<file path="config.mk">
export PLATFORM = sky130hd
export DESIGN_NAME = regfile_sb_flat
export DESIGN_NICKNAME = d
export VERILOG_FILES = /design/src/rtl/regfile_sb_if.sv /design/src/rtl/regfile_sb.sv /design/src/flat_wrapper.sv
export SDC_FILE = /design/constraint.sdc
export NUM_CORES = 2
export LEC_CHECK = 0
export CAP_MARGIN = 20
export CORE_UTILIZATION = 55
export CTS_CLUSTER_SIZE = 14
export DETAILED_ROUTE_END_ITERATION = 8
export HOLD_SLACK_MARGIN = 0.12
export PLACE_DENSITY = 0.76
export SLEW_MARGIN = 20
export SYNTH_ARGS = -nofsm -noshare
export SYNTH_HDL_FRONTEND = slang
export SYNTH_SLANG_ARGS = --single-unit
</file>
<file path="constraint.sdc">
create_clock -name clk -period 7.8 [get_ports clk]
set_input_delay 0.78 -clock clk [delete_from_list [all_inputs] [get_ports clk]]
set_output_delay 0.78 -clock clk [all_outputs]
set_load 0.02 [all_outputs]
</file>
<file path="src/rtl/regfile_sb_if.sv">
// Register file bus: read ports, writeback, issue and scoreboard status.
// Decode/writeback side is the master; the register file is the slave.
interface regfile_sb_if #(
    parameter int XLEN   = 32,
    parameter int NREGS  = 32,
    parameter int NREAD  = 2,
    parameter int MAXOUT = 3
);
    localparam int AW = $clog2(NREGS);

    logic [NREAD*AW-1:0]   rd_addr;
    logic [NREAD*XLEN-1:0] rd_data;
    logic [NREAD-1:0]      rd_busy;
    logic                  wr_en;
    logic [AW-1:0]         wr_addr;
    logic [XLEN-1:0]       wr_data;
    logic                  issue_en;
    logic [AW-1:0]         issue_addr;
    logic                  issue_ok;
    logic                  flush;
    logic                  sb_err;

    modport master (
        output rd_addr, wr_en, wr_addr, wr_data,
        output issue_en, issue_addr, flush,
        input  rd_data, rd_busy, issue_ok, sb_err
    );

    modport slave (
        input  rd_addr, wr_en, wr_addr, wr_data,
        input  issue_en, issue_addr, flush,
        output rd_data, rd_busy, issue_ok, sb_err
    );
endinterface

</file>
<file path="src/rtl/regfile_sb.sv">
// Multi-port register file with write-to-read bypass and a per-register
// scoreboard of outstanding writes for RAW hazard detection.
module regfile_sb #(
    parameter int XLEN   = 32,
    parameter int NREGS  = 32,
    parameter int NREAD  = 2,
    parameter int MAXOUT = 3
) (
    input logic         clk,
    input logic         rst,
    regfile_sb_if.slave bus
);
    localparam int AW = $clog2(NREGS);
    localparam int CW = $clog2(MAXOUT + 1);

    logic [XLEN-1:0]  mem [NREGS];
    logic [CW-1:0]    cnt [NREGS];
    logic             err;
    logic             issue_ok;
    logic [NREGS-1:1] inc;
    logic [NREGS-1:1] dec;

    // A full register stays full even if it retires this cycle
    assign issue_ok = (bus.issue_addr == '0) ||
                      (cnt[bus.issue_addr] != CW'(MAXOUT));
    assign bus.issue_ok = issue_ok;
    assign bus.sb_err   = err;

    for (genvar i = 0; i < NREAD; i++) begin : g_rd
        logic [AW-1:0] a;
        logic          hit;
        logic          ret;
        logic [CW-1:0] eff;

        assign a   = bus.rd_addr[i*AW +: AW];
        assign hit = bus.wr_en && (bus.wr_addr == a);
        assign ret = hit && (cnt[a] != '0);
        assign eff = cnt[a] - CW'(ret);

        assign bus.rd_data[i*XLEN +: XLEN] =
            (a == '0) ? '0 :
            hit       ? bus.wr_data :
                        mem[a];
        assign bus.rd_busy[i] = (a != '0) && (eff != '0);
    end

    always_comb begin
        inc = '0;
        dec = '0;
        for (int r = 1; r < NREGS; r++) begin
            inc[r] = bus.issue_en && issue_ok &&
                     (bus.issue_addr == AW'(r));
            dec[r] = bus.wr_en && (bus.wr_addr == AW'(r)) &&
                     (cnt[r] != '0);
        end
    end

    always_ff @(posedge clk) begin
        if (rst) begin
            for (int r = 0; r < NREGS; r++) begin
                mem[r] <= '0;
                cnt[r] <= '0;
            end
            err <= 1'b0;
        end else begin
            if (bus.wr_en && bus.wr_addr != '0) begin
                mem[bus.wr_addr] <= bus.wr_data;
                // A flush absorbs the retire, so an empty count is not an error
                if (cnt[bus.wr_addr] == '0 && !bus.flush)
                    err <= 1'b1;
            end
            for (int r = 1; r < NREGS; r++) begin
                if (bus.flush)
                    cnt[r] <= '0;
                else if (inc[r] && !dec[r])
                    cnt[r] <= cnt[r] + CW'(1);
                else if (dec[r] && !inc[r])
                    cnt[r] <= cnt[r] - CW'(1);
            end
        end
    end
endmodule

</file>
<file path="src/flat_wrapper.sv">
// flat-port wrapper written by rule: the top's interface ports become plain ports
module regfile_sb_flat 
#(
    parameter int XLEN   = 32,
    parameter int NREGS  = 32,
    parameter int NREAD  = 2,
    parameter int MAXOUT = 3
)
  (clk, rst, bus_rd_addr, bus_wr_en, bus_wr_addr, bus_wr_data, bus_issue_en, bus_issue_addr, bus_flush, bus_rd_data, bus_rd_busy, bus_issue_ok, bus_sb_err);
  regfile_sb_if #(.XLEN(XLEN), .NREGS(NREGS), .NREAD(NREAD), .MAXOUT(MAXOUT)) bus_i ();
  input logic clk;
  input logic rst;
  input wire logic [$bits(bus_i.rd_addr)-1:0] bus_rd_addr;
  input wire logic [$bits(bus_i.wr_en)-1:0] bus_wr_en;
  input wire logic [$bits(bus_i.wr_addr)-1:0] bus_wr_addr;
  input wire logic [$bits(bus_i.wr_data)-1:0] bus_wr_data;
  input wire logic [$bits(bus_i.issue_en)-1:0] bus_issue_en;
  input wire logic [$bits(bus_i.issue_addr)-1:0] bus_issue_addr;
  input wire logic [$bits(bus_i.flush)-1:0] bus_flush;
  output wire logic [$bits(bus_i.rd_data)-1:0] bus_rd_data;
  output wire logic [$bits(bus_i.rd_busy)-1:0] bus_rd_busy;
  output wire logic [$bits(bus_i.issue_ok)-1:0] bus_issue_ok;
  output wire logic [$bits(bus_i.sb_err)-1:0] bus_sb_err;
  assign bus_i.rd_addr = bus_rd_addr;
  assign bus_i.wr_en = bus_wr_en;
  assign bus_i.wr_addr = bus_wr_addr;
  assign bus_i.wr_data = bus_wr_data;
  assign bus_i.issue_en = bus_issue_en;
  assign bus_i.issue_addr = bus_issue_addr;
  assign bus_i.flush = bus_flush;
  assign bus_rd_data = bus_i.rd_data;
  assign bus_rd_busy = bus_i.rd_busy;
  assign bus_issue_ok = bus_i.issue_ok;
  assign bus_sb_err = bus_i.sb_err;
  regfile_sb #(.XLEN(XLEN), .NREGS(NREGS), .NREAD(NREAD), .MAXOUT(MAXOUT)) u_core (.clk(clk), .rst(rst), .bus(bus_i));
endmodule
</file>
# Word level (Yosys, flattened, before mapping)
# Memory sizes are Yosys's and may differ from the RTL's.
# Index checks and enable logic that the tools add are counted.
# op_classes
n_addsub	64
n_eq_ne	65
mux	387
n_bitwise	93
reduce_logical	272
# op_table
cell	count
1-bit two-way mux	288
2-bit two-way mux	93
1-bit logical AND	164
5-bit == test, second input constant	32
32-bit two-way mux	5
1-bit bitwise OR	93
5-bit by 4-bit == test with 1-bit output, second input constant	16
2-bit nonzero test	35
1-bit zero test	63
2-bit by 1-bit adder with 2-bit output, second input constant	31
2-bit by 1-bit subtractor with 2-bit output, second input constant	31
5-bit by 3-bit == test with 1-bit output, second input constant	8
32-bit OR reduction	1
5-bit by 2-bit == test with 1-bit output, second input constant	4
5-bit zero test	3
5-bit nonzero test	3
5-bit by 1-bit == test with 1-bit output, second input constant	2
5-bit == test	2
5-bit two-way mux	1
2-bit by 1-bit subtractor with 2-bit output	2
2-bit zero test	1
2-bit inequality test, second input constant	1
2-bit AND reduction	1
1-bit logical OR	1
# word_totals
register_bits	1
ramBits	1088
elab_cells	884
mem_count	2
# mem_list
memory	depth	word_bits	read_ports	rd_ports_with_merged_regs	write_ports	line_no	text
u_core.mem	32	32	2	0	32	regfile_sb.sv:16	logic [XLEN-1:0] mem [NREGS];
u_core.cnt	32	2	35	0	32	regfile_sb.sv:17	logic [CW-1:0] cnt [NREGS];

# Longest topological paths before layout
# An unclocked memory read counts as a cell.
# depth
ltp_word	13
mapped_depth	12

# Least setup slack after synthesis
# No wires, ideal clock.
# synth_path
path_kind	input to output
startpoint	in bus_rd_addr[0]
endpoint	out bus_rd_data[0]
arrival_ns	2.938
setup_slack_ns	4.082
path_stages	9
cell_sequence	clkbuf_1 > buf_2 > buf_2 > xor2_1 > nor4_1 > nand3_1 > buf_2 > buf_1 > a211oi_1
# synth_via
elab_chain_len	4
elab_cells_between_ends	6
cone_classes	eq/ne: 1; mux: 2; reduce/logical: 2; memory: 1
# synth_rtl
element	line_no	text
start, declared	flat_wrapper.sv:13	input wire logic [$bits(bus_i.rd_addr)-1:0] bus_rd_addr;
branches (longest 3 deep; another with memory read 32 x 32 bit)	-	
32-bit two-way mux *	regfile_sb.sv:41	(a == '0) ? '0 :
end, declared	flat_wrapper.sv:20	output wire logic [$bits(bus_i.rd_data)-1:0] bus_rd_data;
# Mark *: on every way between the ends.

# Final worst setup path
# layout_path
startpoint	in bus_wr_addr[3]
endpoint	out bus_rd_data[53]
# layout_via
elab_chain_len	4
# layout_rtl
element	line_no	text
start, declared	flat_wrapper.sv:15	input wire logic [$bits(bus_i.wr_addr)-1:0] bus_wr_addr;
5-bit == test	regfile_sb.sv:36	assign hit = bus.wr_en && (bus.wr_addr == a);
1-bit logical AND	regfile_sb.sv:36	
32-bit two-way mux	regfile_sb.sv:42	hit ? bus.wr_data :
32-bit two-way mux	regfile_sb.sv:41	
# Every way passes these cells.

==> metrics.md <==
| Metric | Value |
|---|---|
| Outcome | `completed` |
| HP Class | `reg2reg` |
| Cell count after synthesis | `slightly below 4000` |
| Crit path capture type | `output pin` |
| Top cell by count, worst path | `clkdlybuf4s50_1` |
| Slew Limit Fails | `0` |
| Setup TNS | `0 ps` |
| Worst slew pin tran | `approximately 1300 ps` |
| Skew-Pair Late Insertion Delay | `about 700 ps` |
| Die H | `roughly 330 microns` |
| Post-CTS Hold Buffers | `0` |
| Switch Pwr | `0.003603 W` |
| Yosys top cell area share | `53.50%` |
| Initial antenna violation count | `17` |
| Layout Nets | `around 4000` |
| Leakage | `22.63 nW` |
| Tmin final | `around 6000 ps` |
| Starting Density | `55.76%` |
| Total iterations of the first detailed-routing run | `6` |
| Final setup viols | `0` |
| Synth area leader | `edfxtp_1` |
| Post-synthesis cell type count | `a little under 60` |
| EDFF count, synth | `between 1000 and 1500` |
| Row count | `around 120` |
| WS Path Type | `in2out` |
| CTS max path bufs | `3` |
| Initial drt markers | `6781` |
| Routed via count | `just under 40000` |
| Die area | `between 100000 and 150000 sq um` |
| Ys flop type | `edfxtp_1` |
| Vias in the first global route | `approximately 38000` |
| Share of layout cells above drive strength 1 | `26.27%` |
| Reg clk slew, reported paths | `about 60 ps` |
| Chip width | `roughly 330 microns` |
| Int Pwr | `roughly 0.011 W` |
| CTS Buf Count | `between 100 and 150` |
| I/O Buffers | `roughly 120` |
| Maximum VDD drop | `0.1827 mV` |
| CP required | `approximately 7000 ps` |
| CTS sink cnt | `roughly 1100` |
| Slowest cell on crit path | `a211oi_1` |
| CP startpoint kind | `primary input` |
| Worst-path maximum fanout | `36` |
| Sequential-to-total area share from yosys stat | `53.54%` |
| Met1 Usage GRT | `around 46%` |
| Dpl hpwl | `111000 microns` |
| Routed WL | `just under 200000 microns` |
| Wirelength per Cell | `35.38 microns` |
| DRC | `0` |
| Arr. time, crit path | `around 5000 ps` |
| Total of max-cap violations | `0` |
| Upper clock frequency limit | `between 0.15 and 0.2 GHz` |
| Ranking of synthesized cells by area | `edfxtp_1 (54%), mux4_2 (25%), and2_1 (10%)` |
| GR Util met2 | `a little over half` |
| Post-synth ARST share | `0%` |
| GRT overflow | `0` |
| Layout Skew | `~13 ps` |
| Warnings, synthesis | `0` |
| Cell area after layout | `roughly 67000 sq um` |
| Gp weighted congestion | `0.8743` |
| Tcrit/Tclk final | `between 70% and 80%` |
| Overall Global Routing Usage | `35.18%` |
| Max H-tree Level | `3` |
| Routed Antenna Nets | `0` |
| CORE AREA | `between 100000 and 150000 sq um` |
| Comb power frac | `14.2%` |
| Area growth syn-to-layout | `10.42%` |
| Synth Cell Area | `roughly 61000 sq um` |
| Switching Share | `approximately a quarter` |
| Dpl cell area | `around 64000 sq um` |
| Sequential share of power | `between 40% and 50%` |
| Relative slew slack | `approximately 15%` |
| Largest net degree at the start of global routing | `just over 100` |
| Endpoints failing hold | `0` |
| PwrDens | `210.7 nW/um^2` |
| Cells along the critical path | `clkdlybuf4s50_1, xor2_1, nor4_1, nand3_4, buf_4, a211oi_1, clkdlybuf4s50_1` |
| Clock share of power | `approximately 37%` |
| Clk root buf | `clkbuf_16` |
| Yosys reg bits | `around 1100` |
| CTS tree | `done` |
| # IOs | `around 130` |
| GRT Max-Usage Layer | `met2` |
| Routed vias/inst | `7.076` |
| Mean Syn Cell Area | `15.32 sq um` |
| # Post-CTS Setup Buffers | `0` |
| First-pass GRT wire length | `between 200000 and 300000 microns` |
| CP peak stage delay | `~800 ps` |
| Met3 Use GR | `9.547%` |
| Post-CTS Resized | `0` |
| RSZ-0062 raised after global routing | `no` |
[synthesized netlist by cell type (all sizes together), types with 3 or more instances]
| master | count |
|---|---|
| buf | 101 |
| clkbuf | 314 |
| xor2 | 23 |
| ha | 31 |
| xnor2 | 18 |
| nand3 | 21 |
| a31oi | 7 |
| nor2b | 15 |
| a22oi | 6 |
| a211oi | 74 |
| or3 | 32 |
| nor2 | 124 |
| nand4 | 10 |
| a311oi | 9 |
| mux4 | 681 |
| or4 | 5 |
| inv | 64 |
| nand3b | 9 |
| or3b | 7 |
| a21oi | 36 |
| or2 | 42 |
| and2 | 998 |
| edfxtp | 1086 |
| nor3 | 64 |
| nand2b | 4 |
| o311ai | 3 |
| or4b | 4 |
| nor4 | 9 |
| nand2 | 68 |
| mux2i | 83 |
| o21ai | 8 |
[metal layers]
metal	share of wire [%]	wire [microns]	vias to the layer above
li1	-	-	15320
met1	34	65990	19840
met2	47	91330	3276
met3	14	27750	643
met4	5.2	10240	10
met5	0.035	69	-
[critical path: cells and delay by family]
kind                      cells  cell delay, ps
buffers and inverters         3            2050
xor gates and xnor gates      1             290
and+or+nand+nor               2            1100
AOI/OAI and AO/OA             1             820
[power by group through the flow]
stage                     Combinational, W  Clock [W]  Sequential, W
after CTS                          0.00199    0.00524        0.00691
final                              0.00201    0.00525        0.00692
after global placement             0.00196          0        0.00700
after detailed placement           0.00198          0        0.00703
after floorplan                    0.00127          0        0.00696
after global routing               0.00208    0.00545        0.00695
[layout make-up]
type,count,area (sq um)
fill,7866,42000
clock buffer,133,2882
antenna,4,10.01
sequential,1087,32630
inverter,64,240.2
timing repair buffer,246,2287
tap,1476,1847
multi-input combinational,2443,26800
clock inverter,70,611.8
[stage by stage]
stage                     setup slack, ps  total power (W)  hold slack (ps)  cells  util, %
after floorplan                      4082         0.008227            547.6   4009        -
after global placement               2083         0.008966            472.4   5314    58.34
after detailed placement             2008         0.009011            477.2   5316    58.39
after CTS                            2006          0.01414            484.6   5519    61.58
after global routing                 1856          0.01448            506.3   5520    61.57
final                                1944          0.01418            485.6   5523    61.57
[cells in the final DEF (no fill, tap or decap), types with 6 or more instances in the layout]
cell type and n:
clkinv_2 25, clkbuf_16 112, nor2b_1 15, a311oi_1 9, nor3_1 63, a31oi_1 7, nand2_1 68, nor2_1 90
o21ai_0 8, nand3_1 19, and2_1 998, nor4_1 8, edfxtp_1 1086, nand4_1 9, a22oi_1 6, or2_2 35
inv_1 64, nor2_4 33, clkdlybuf4s50_1 108, buf_4 116, clkbuf_1 21, clkinv_1 26, xnor2_1 18, nand3b_1 9
conb_1 32, mux2i_1 83, mux4_2 681, a211oi_1 73, buf_12 10, ha_1 31, a21oi_1 36, bufinv_16 9
or3_1 32, xor2_1 23
[logic make-up (layout without fill, tap and decap cells)]
| logic type | count (synthesis) | in the layout | share of synthesized area, % |
|---|---|---|---|
| DFF | 1087 | 1087 | 53.54 |
| AOI/OAI and AO/OA | 156 | 156 | 1.772 |
| and+or+nand+nor | 1417 | 1417 | 13.74 |
| adders and majority gates | 31 | 31 | 0.6364 |
| xor gates and xnor gates | 41 | 41 | 0.5891 |
| other | 1 | 36 | 0.006152 |
| muxes | 766 | 766 | 26.56 |
| buffers and inverters | 479 | 513 | 3.157 |
[sequential cells by signal, indices dropped and copies added (netlist names)]
register	flops
u_core.bus.sb_err	1
u_core.mem	1024
u_core.cnt	62
[final timing paths]
kind | cells after the start | slack (ps) | from | endpoint
worst max-delay path | 7 | 1940 | bus_wr_addr[3] | bus_rd_data[53]
worst min-delay path | 2 | 490 | u_core.bus.sb_err | u_core.bus.sb_err
worst max register to register | 7 | 4960 | u_core.cnt[20][1] | u_core.cnt[31][1]
worst min register to register | 2 | 490 | u_core.bus.sb_err | u_core.bus.sb_err
(Power assumes the default switching activity.)
